===== src/rtl/matrix_io_seq.sv =====
// Operand-entry and result-display sequencer: bit-serial operand assembly,
// valid/ready operand hand-off, result collection and timed display.
module matrix_io_seq #(
    parameter int width_p        = 8,
    parameter int num_entries_p  = 4,
    parameter int num_results_p  = 4,
    parameter int dwell_cycles_p = 60000000
) (
    input  logic                                   clk_i,
    input  logic                                   reset_i,
    input  logic                                   bit_valid_i,
    input  logic                                   bit_i,
    output logic                                   op_valid_o,
    output logic [width_p-1:0]                     op_data_o,
    input  logic                                   op_ready_i,
    input  logic                                   res_valid_i,
    input  logic [width_p-1:0]                     res_data_i,
    output logic                                   res_yumi_o,
    output logic [width_p-1:0]                     disp_data_o,
    output logic [$clog2(num_results_p+1)-1:0]     disp_idx_o,
    output logic [1:0]                             state_o,
    output logic [$clog2(num_entries_p+1)-1:0]     entry_count_o
);

    localparam int bit_w   = $clog2(width_p+1);
    localparam int ent_w   = $clog2(num_entries_p+1);
    localparam int res_w   = $clog2(num_results_p+1);
    localparam int dwell_w = $clog2(dwell_cycles_p+1);
    localparam int idx_w   = (num_results_p > 1) ? $clog2(num_results_p) : 1;

    localparam logic [bit_w-1:0]   bit_last   = bit_w'(width_p-1);
    localparam logic [ent_w-1:0]   ent_last   = ent_w'(num_entries_p-1);
    localparam logic [res_w-1:0]   res_last   = res_w'(num_results_p-1);
    localparam logic [dwell_w-1:0] dwell_last = dwell_w'(dwell_cycles_p-1);

    typedef enum logic [1:0] {
        ST_ENTRY   = 2'd0,
        ST_OFFER   = 2'd1,
        ST_COLLECT = 2'd2,
        ST_SHOW    = 2'd3
    } state_t;

    state_t               state;
    logic [width_p-1:0]   sr;
    logic [width_p-1:0]   sr_next;
    logic [bit_w-1:0]     bit_cnt;
    logic [width_p-1:0]   op_data;
    logic [ent_w-1:0]     entry_count;
    logic [res_w-1:0]     res_cnt;
    logic [res_w-1:0]     disp_idx;
    logic [dwell_w-1:0]   dwell_cnt;
    logic [width_p-1:0]   res_buf [num_results_p];

    // MSB-first: each new bit enters at the LSB end
    assign sr_next = (sr << 1) | width_p'(bit_i);

    always_ff @(posedge clk_i) begin
        if (reset_i) begin
            state       <= ST_ENTRY;
            sr          <= '0;
            bit_cnt     <= '0;
            op_data     <= '0;
            entry_count <= '0;
            res_cnt     <= '0;
            disp_idx    <= '0;
            dwell_cnt   <= '0;
            for (int i = 0; i < num_results_p; i++) res_buf[i] <= '0;
        end else begin
            case (state)
                ST_ENTRY: begin
                    if (bit_valid_i) begin
                        sr <= sr_next;
                        if (bit_cnt == bit_last) begin
                            op_data <= sr_next;
                            bit_cnt <= '0;
                            state   <= ST_OFFER;
                        end else begin
                            bit_cnt <= bit_cnt + 1'b1;
                        end
                    end
                end
                ST_OFFER: begin
                    if (op_ready_i) begin
                        entry_count <= entry_count + 1'b1;
                        sr          <= '0;
                        state       <= (entry_count == ent_last) ? ST_COLLECT : ST_ENTRY;
                    end
                end
                ST_COLLECT: begin
                    if (res_valid_i) begin
                        res_buf[res_cnt[idx_w-1:0]] <= res_data_i;
                        res_cnt <= res_cnt + 1'b1;
                        if (res_cnt == res_last) begin
                            disp_idx  <= '0;
                            dwell_cnt <= '0;
                            state     <= ST_SHOW;
                        end
                    end
                end
                ST_SHOW: begin
                    if (dwell_cnt == dwell_last) begin
                        dwell_cnt <= '0;
                        if (disp_idx == res_last) begin
                            entry_count <= '0;
                            res_cnt     <= '0;
                            disp_idx    <= '0;
                            state       <= ST_ENTRY;
                        end else begin
                            disp_idx <= disp_idx + 1'b1;
                        end
                    end else begin
                        dwell_cnt <= dwell_cnt + 1'b1;
                    end
                end
                default: state <= ST_ENTRY;
            endcase
        end
    end

    assign op_valid_o    = (state == ST_OFFER);
    assign op_data_o     = op_data;
    assign res_yumi_o    = (state == ST_COLLECT) & res_valid_i;
    assign disp_idx_o    = disp_idx;
    assign state_o       = state;
    assign entry_count_o = entry_count;

    always_comb begin
        disp_data_o = '0;
        case (state)
            ST_ENTRY:   disp_data_o = sr;
            ST_OFFER:   disp_data_o = op_data;
            ST_COLLECT: disp_data_o = '0;
            ST_SHOW:    disp_data_o = res_buf[disp_idx[idx_w-1:0]];
            default:    disp_data_o = '0;
        endcase
    end

endmodule


===== config.mk =====
export PLATFORM = sky130hd
export DESIGN_NAME = matrix_io_seq
export DESIGN_NICKNAME = d
export VERILOG_FILES = /design/src/rtl/matrix_io_seq.sv
export SDC_FILE = /design/constraint.sdc
export NUM_CORES = 1
export LEC_CHECK = 0
export BUFFER_PORTS_ARGS = -buffer_cell sky130_fd_sc_hd__buf_2
export CAP_MARGIN = 25
export CORE_MARGIN = 1.5
export CORE_UTILIZATION = 59
export CTS_CLUSTER_DIAMETER = 60
export DETAILED_ROUTE_END_ITERATION = 6
export PLACE_DENSITY_LB_ADDON = 0.08
export SKIP_CTS_REPAIR_TIMING = 1
export SYNTH_ARGS = -nofsm -noshare
export SYNTH_HDL_FRONTEND = slang
export SYNTH_SLANG_ARGS = --single-unit

===== constraint.sdc =====
create_clock -name clk_i -period 2.8 [get_ports clk_i]
set_input_delay 0.14 -clock clk_i [delete_from_list [all_inputs] [get_ports clk_i]]
set_output_delay 0.14 -clock clk_i [all_outputs]
set_load 0.005 [all_outputs]

==> out/qor.yml <==
worst_setup_path:
  r2r-start: "res_cnt[1]$_SDFFE_PP0P_"
  crit_type: "reg -> reg"
  crit_arrival_ns: 2.46
  startpoint: "res_cnt[1]$_SDFFE_PP0P_"
  r2r_end: "dwell_cnt[5]$_SDFFE_PP0P_"
  start_kind: "register"
  endpoint: "dwell_cnt[5]$_SDFFE_PP0P_"
  endpoint_kind: "register"
  cp.required_ns: 3.09
  rrSetupSlack_ns: 0.63
  r2r_cells: 7
  worstPathMaxFanout: 6
global_routing:
  grt_first_pass_wirelength_mm: 13.6
  grt_max_degree: 36
  grt_use_met2: 0.374
  met3_usage: 0.0379
  grt-ovfl-total: 0
  grt_busiest_layer: "met2"
  use_met1: 0.319
  antenna_found_initial: 0
  grt_pass1_vias: 2833
  gr-usage-all-layers: 0.236
logic_synthesis:
  ys_top_cells_by_count: "dfxtp_1 (59), nor2_1 (49), and2_1 (34), edfxtp_1 (32), nand2_1 (22)"
  synth_top_area_frac: 0.281
  ys_types: 51
  synth_edf_count: 32
  synth_seq_cells: 91
  synthFlopType: "dfxtp_1"
  synth_largest_area_cell: "dfxtp_1"
  syn_area_per_cell_um2: 10.7
  yosys_warnings: 0
  netlist_top_cells_area: "dfxtp_1 (28%), edfxtp_1 (23%), and2_1 (5.1%)"
  syn_area_mm2: 0.00421
  synthArstFlopShare: 0
  synthCells: 394
  yosysSeqAreaShare: 0.509
  syn_nets: 415
  post-synth-top-count-cell: "dfxtp_1"
clock_network:
  htree_levels: 3
  clk_latency_ns: 0.36
  numCtsBuffers: 9
  cts_tree: "yes"
  root_buffer: "clkbuf_8"
  path_clk_slew_ns: 0.09
  cts.sinks: 91
  clk_path_buf_depth: 2
power:
  p_per_area_mw_per_mm2: 534
  ir_drop_mv: 0.350
  p_leak_uw: 0.00177
job:
  maxCapViolCount: 0
timing:
  tightest_slew_ns: 0.585
  setup_viol: 0
  maxSlewViolCount: 0
  period_minus_slack_ns: 2.17
  setup_ws_ns: 0.628
  fin_skew_ns: 0.00662
  clock.fmax_mhz: 460
  hold_viol_final: 0
  period_share: 0.776
  setup_tns_ns: 0
  rsz0062_at_grt: "false"
  max-slew-margin-rel: 0.609
placed_design:
  place_hpwl_mm: 5.79
  port_buffers: 39
  place_congestion: 0.846
  dp_slack_ns: 0.673
drt:
  routedWlPerCell_um: 15.6
  drt-total-wl_mm: 8.36
  vias_per_cell: 5.69
  ant_nets: 0
  drc: 0
  drt_first_pass_iters: 4
  drt_iter0_drc: 146
  via_count: 3049
floorplan:
  row_count: 30
  die_area_mm2: 0.00765
  chipHeight_um: 87.5
  floorplan.initialDensity: 0.616
  die_x_um: 87.5
  pin_count: 40
  core_mm2: 0.00683
outcome:
  status: "completed"
layout:
  diodes: 0
  finalCoreUtilization: 0.694
  fin_nets: 456
  layout-drive-gt1-share: 0.198
  fillers: 542
  area_growth_pct: 12.6
hold_path:
  hold_path_class: "in -> reg"
[layout make-up]
| class | count | area [um2] | share of cell area |
|---|---|---|---|
| inverters | 6 | 22.5 | 0.00475 |
| well taps | 96 | 120 | 0.0253 |
| clock buffers | 10 | 128 | 0.0269 |
| flip-flops and latches | 91 | 2140 | 0.452 |
| clock inverters | 6 | 113 | 0.0238 |
| multi-input cells | 278 | 1950 | 0.410 |
| repair buffers | 49 | 270 | 0.0570 |
[cell families (layout without fill, tap and decap cells)]
family | after synthesis | after routing | synth area share
muxes | 26 | 26 | 0.0856
adders and majority gates | 7 | 7 | 0.0208
and+or+nand+nor | 176 | 176 | 0.236
buffers and inverters | 25 | 71 | 0.0288
xor gates and xnor gates | 20 | 20 | 0.0416
AOI/OAI and AO/OA | 49 | 49 | 0.0779
DFF | 91 | 91 | 0.509
[per-stage QoR]
| step | hold WS, ns | total power [uW] | area (um2) | instances |
|---|---|---|---|---|
| 2_1_floorplan | 0.287 | 1470 | 4210 | 394 |
| 3_3_place_gp | 0.395 | 1500 | 4500 | 520 |
| 3_5_place_dp | 0.406 | 1500 | 4500 | 520 |
| 4_1_cts | 0.0311 | 2550 | 4740 | 536 |
| 5_1_grt | 0.0561 | 2610 | 4740 | 536 |
| 6_report | 0.0378 | 2530 | 4740 | 536 |
[critical path, stage by stage, from the launching register on]
cell	delay [ns]
dfxtp_1	0.48
ha_1	0.21
ha_1	0.17
a21oi_1	0.16
nor2_1	0.21
nand2_1	0.09
or4b_2	0.61
a31oi_1	0.17
[flip-flops by register name (all words and copies together), names as in the netlist, named ones only]
signal / flops
res_buf: 32
sr: 8
entry_count_o: 3
bit_cnt: 4
op_data_o: 8
dwell_cnt: 26
disp_idx_o: 3
res_cnt: 3
state_o: 1
[worst min-delay path by stage]
stage	from	to	slack, ns	cells after the start
floorplan	bit_i	op_data_o[0]$_SDFFE_PP0P_	0.29	2
global placement	bit_i	op_data_o[0]$_SDFFE_PP0P_	0.39	3
detailed placement	bit_i	op_data_o[0]$_SDFFE_PP0P_	0.41	3
CTS	bit_i	op_data_o[0]$_SDFFE_PP0P_	0.03	3
global route	bit_i	sr[0]$_SDFFE_PP0P_	0.06	3
finish	bit_i	op_data_o[0]$_SDFFE_PP0P_	0.04	3
[routing by layer]
metal | up-vias | part of all wire
met5 | - | 0
met4 | 0 | 0.017
met3 | 13 | 0.034
met2 | 59 | 0.48
met1 | 1474 | 0.47
li1 | 1503 | -
[report_power, final]
part	switching [uW]	total, uW	internal, uW
registers	9.92	1400	1390
clock network	468	1060	595
logic	43.6	71.9	28.3
total	521	2530	2010
[layout by cell type, fill, tap and decap left out, types with 4 or more instances in the layout]
master / netlist / routed
ha_1: 7 / 7
inv_1: 6 / 6
nor3_1: 7 / 7
a21oi_1: 7 / 7
a22oi_1: 9 / 9
xnor2_1: 4 / 4
buf_4: 1 / 10
nor2_1: 49 / 49
or3_1: 8 / 8
mux2i_1: 18 / 18
nand2b_1: 4 / 4
clkbuf_8: 0 / 9
nand3_1: 11 / 11
o21ai_0: 16 / 16
nand2_1: 22 / 22
mux4_2: 8 / 8
and3_1: 4 / 4
nand4_1: 9 / 9
edfxtp_1: 32 / 32
xor2_1: 16 / 16
dfxtp_1: 59 / 59
nand3b_1: 4 / 4
and2_1: 34 / 34
buf_2: 7 / 39
(Power assumes the default switching activity.)
